[config.mk]
export PLATFORM = sky130hd
export DESIGN_NAME = systolic_result_drain
export DESIGN_NICKNAME = d
export VERILOG_FILES = /design/src/rtl/systolic_result_drain.sv
export SDC_FILE = /design/constraint.sdc
export NUM_CORES = 1
export LEC_CHECK = 0
export CORE_MARGIN = 2
export CORE_UTILIZATION = 39
export CTS_BUF_LIST = sky130_fd_sc_hd__clkbuf_8
export CTS_CLUSTER_DIAMETER = 120
export DETAILED_ROUTE_END_ITERATION = 16
export PLACE_DENSITY = 0.69
export SETUP_SLACK_MARGIN = 0.1
export SYNTH_ARGS = -nofsm -noshare
export SYNTH_HDL_FRONTEND = slang
export SYNTH_SLANG_ARGS = --single-unit
[constraint.sdc]
create_clock -name clk -period 17.04 [get_ports clk]
set_clock_uncertainty 0.1 [all_clocks]
set_input_delay 2.556 -clock clk [delete_from_list [all_inputs] [get_ports clk]]
set_output_delay 2.556 -clock clk [all_outputs]
set_load 0.02 [all_outputs]
[src/rtl/systolic_result_drain.sv]
// ============================================================================
// Module  : systolic_result_drain
// Brief   : Snapshots the NxN PE accumulators on done rising edge and streams
//           them out one word per valid/ready beat. Optional build macro
//           DRAIN_TRANSPOSE_EN switches to column-major (transposed) order.
// Revision: 1.0 - initial release
// ============================================================================
`default_nettype none

module systolic_result_drain #(
  parameter int N  = 4,
  parameter int DW = 32,
  parameter int IW = 2
) (
  input  logic              clk,
  input  logic              rst,
  input  logic              done,
  input  logic [N*N*DW-1:0] acc_flat,
  output logic              out_valid,
  input  logic              out_ready,
  output logic [DW-1:0]     out_data,
  output logic [IW-1:0]     out_row,
  output logic [IW-1:0]     out_col,
  output logic              out_last,
  output logic              busy,
  output logic              overrun
);

  localparam int WORDS = N * N;
  localparam int CW    = (WORDS > 1) ? $clog2(WORDS) : 1;
  localparam logic [CW-1:0] LAST_CNT = CW'(WORDS - 1);
  localparam logic [CW-1:0] N_C      = CW'(N);

  typedef enum logic [0:0] {
    IDLE   = 1'b0,
    STREAM = 1'b1
  } state_t;

  state_t          state;
  logic [CW-1:0]   cnt;
  logic            done_q;
  logic [DW-1:0]   mem [WORDS];

  logic            rise;
  logic            beat;
  logic            at_last;
  logic            take;
  logic [CW-1:0]   nxt_cnt;
  logic [CW-1:0]   major;
  logic [CW-1:0]   minor;
  logic [CW-1:0]   nxt_addr;
  logic [IW-1:0]   nxt_row;
  logic [IW-1:0]   nxt_col;

  assign rise    = done & ~done_q;
  assign beat    = out_valid & out_ready;
  assign at_last = (cnt == LAST_CNT);
  // A rise coinciding with the final beat starts the next frame back-to-back.
  assign take    = rise & ((state == IDLE) | (beat & at_last));

  always_comb begin
    nxt_cnt = cnt + CW'(1);
    major   = nxt_cnt / N_C;
    minor   = nxt_cnt % N_C;
`ifdef DRAIN_TRANSPOSE_EN
    nxt_row  = IW'(minor);
    nxt_col  = IW'(major);
    nxt_addr = minor * N_C + major;
`else
    nxt_row  = IW'(major);
    nxt_col  = IW'(minor);
    nxt_addr = nxt_cnt;
`endif
  end

  always_ff @(posedge clk) begin
    // Sampled even in reset so a done held across reset is not seen as a rise.
    done_q <= done;
    if (!rst) begin
      state     <= IDLE;
      cnt       <= '0;
      out_valid <= 1'b0;
      out_data  <= '0;
      out_row   <= '0;
      out_col   <= '0;
      out_last  <= 1'b0;
      busy      <= 1'b0;
      overrun   <= 1'b0;
    end else begin
      if (take) begin
        for (int i = 0; i < WORDS; i++) begin
          mem[i] <= acc_flat[i*DW +: DW];
        end
        state     <= STREAM;
        cnt       <= '0;
        out_valid <= 1'b1;
        busy      <= 1'b1;
        out_data  <= acc_flat[DW-1:0];
        out_row   <= '0;
        out_col   <= '0;
        out_last  <= (WORDS == 1);
      end else if ((state == STREAM) && beat) begin
        if (at_last) begin
          state     <= IDLE;
          out_valid <= 1'b0;
          out_last  <= 1'b0;
          busy      <= 1'b0;
        end else begin
          cnt      <= nxt_cnt;
          out_data <= mem[nxt_addr];
          out_row  <= nxt_row;
          out_col  <= nxt_col;
          out_last <= (nxt_cnt == LAST_CNT);
        end
      end
      if ((state == STREAM) && rise && !take) begin
        overrun <= 1'b1;
      end
    end
  end

endmodule

`default_nettype wire

==> impl_metrics.yaml <==
synth:
  synthSimpleGateAreaFrac: 0.0349
  yosysUniqueCellTypes: 31
  synthMuxAreaShare: 0.138
  syn_area_sq_um: 21100
  synth_area_leaders: "edfxtp_1, mux4_2, dfxtp_1"
  synth_xor_area_frac: 0.00201
  synth.yosys.warnings: 0
  synth_top_cell_area_share: 0.728
  synthArstFlopShare: 0
  yosysSeqAreaShare: 0.766
  synthesis.nets: 1522
  synth_adder_area_share: 0.00118
  synthTopCellsByCount: "edfxtp_1, mux4_2, a2111oi_0, nor2b_1, dfxtp_1"
  synth-main-ff-cell: "edfxtp_1"
  synth_compound_area_frac: 0.0416
  synth-seq-cells: 552
  syn_area_per_cell_sq_um: 21.0
  synthCells: 1004
  synth_top_family_by_area: "multiplexers"
  yosys.area.top_type: "edfxtp_1"
  synth_edf_count: 512
  yosysMostFrequentCell: "edfxtp_1"
clock_tree:
  clk_pin_slew_ns: 0.06
  ctsHoldBuffers: 0
  insertion_delay_ns: 0.69
  postCtsSetupBuffers: 0
  numCtsBuffers: 94
  cts-root-buf: "clkbuf_8"
  cts_tree: "yes"
  numClockSinks: 552
  htree_levels: 3
  cts_max_path_buffers: 3
  post_cts_resized: 0
floorplanning:
  core-area_sq_um: 53700
  rows: 85
  start_util: 0.393
  die_area_sq_um: 56000
  die_y_um: 237
  io_pins: 556
  fp.dieW_um: 237
cells_and_area:
  nNetsFinal: 2122
  utilization: 0.544
  multi_input_area_sq_um: 4660
  regArea_sq_um: 16200
  stdcell_count: 2383
  drive_above_1_share: 0.165
  area_growth_pct: 38.3
  fillers: 4216
critical_path:
  endpoint_kind: "output port"
  startpoint_type: "flip-flop"
  cpMaxStageDelayCell: "clkdlybuf4s50_1"
  critical-path-max-stage-delay_ns: 0.76
  cp_cell_sequence: "buf_4 -> clkdlybuf4s50_1"
  timing.rr.end: "mem[7][16]"
  path_class: "reg2out"
  cp_data_arrival_time_ns: 2.90
  critPathBufInv: 2
  crit_fanout: 43
  ff2ff_setup_slack_ns: 12.02
  required_ns: 14.38
  r2r_start: "out_col[0]"
  worst-r2r-cell-count: 6
  crit_start: "out_col[0]"
  cp_top_family: "buffers and inverters"
sta:
  maxSlewHeadroom: 0.245
  min_period_ns: 5.55
  hold_viol: 0
  finalSetupViolCount: 0
  fin_hold_ws_ns: 0.394
  fin_tns_setup_ns: 0
  period_share: 0.326
  drv_slew: 0
  fmax_ghz: 0.180
  rsz0062_at_grt: "no"
  worst_pin_slew_ns: 1.13
global_route:
  track_usage: 0.210
  antenna_found_initial: 12
  grt_pass1_wl_um: 85500
  grt_max_degree: 188
  grt_pass1_vias: 13300
  grt-ovfl-total: 0
min_path:
  hold_path_end: "out_last"
  hp-class: "reg2reg"
  hp-start: "out_last"
  min_path_cells: 2
route:
  viasPerCell: 5.19
  wire_per_inst_um: 25.0
  drt_iter0_drc: 831
  firstDrtPassIters: 5
  routed_wl_um: 59500
  via_count: 12400
  final_antenna_net_count: 0
  drc: 0
place:
  dp.cells: 2204
  place_hpwl_um: 42300
  portBuffers: 555
  gp_congestion: 0.817
pwr:
  ir_drop_v: 0.0000654
  power_density_nw_per_um2: 101
  power.leakage_nw: 9.55
status:
  status: "completed"
job:
  cap_violations: 0
[layer usage]
layer	wire, um	track usage
met4	1140	0.0579
met3	5600	0.0778
met1	21900	0.243
met5	90	0
met2	30800	0.368
[final cells by class]
class	count	area share
antenna	5	0.000428
clock buffer	101	0.0476
clock inverter	73	0.0137
inverter	2	0.000257
multi-input combinational	383	0.160
sequential	552	0.554
tap	696	0.0298
timing repair buffer	571	0.195
[flip-flops by register name (all words and copies together) (netlist names)]
register	flops
out_data	32
mem	512
out_col	1
cnt	1
done_q	1
overrun	1
out_last	1
state	1
out_row	2
[cells in the final DEF (no fill, tap or decap), drive strengths merged, types with 31 or more instances in the layout]
cell	netlist	final
clkdlybuf4s50	0	555
edfxtp	512	512
mux4	128	128
clkbuf	33	101
a2111oi	62	62
nor2b	56	56
inv	2	49
dfxtp	40	40
nor2	35	35
nand2	33	33
o41ai	31	31
[worst max-delay path by stage]
stage               cells after the start         end
floorplan                               3   mem[0][0]
global placement                        5  mem[4][15]
detailed placement                      5  mem[0][15]
CTS                                     2  out_col[0]
global route                            2  out_col[0]
finish                                  2  out_col[0]
[report_power, final]
group	internal (mW)	switching, mW
Clock	0.584	0.545
Combinational	0.169	0.112
Sequential	1.53	0.0146
[kinds of logic (layout without fill, tap and decap cells)]
logic type / Yosys count / count (layout)
buf+inv: 69 / 747
xor+xnor: 4 / 4
compound gates: 103 / 103
flops: 552 / 552
fa+ha+maj: 2 / 2
mux: 130 / 130
other cells: 0 / 5
simple gates: 144 / 144
[worst reg2reg max path: stages, from the launching register on]
cell and delay, ns:
dfxtp_4 0.69, buf_4 0.75, ha_1 0.54, nand4_1 0.26, a211oi_4 0.37, buf_12 0.63, buf_4 1.28
[metrics by stage]
stage          cell area (sq um)  worst slack, ns  total power [mW]
4_1_cts                    29200            11.31              2.98
6_report                   29200            11.49              2.95
3_5_place_dp               27400            11.11              1.86
5_1_grt                    29200            11.21              3.06
2_1_floorplan              21100             6.62              1.68
3_3_place_gp               27400            11.21              1.85
(Power assumes the default switching activity.)
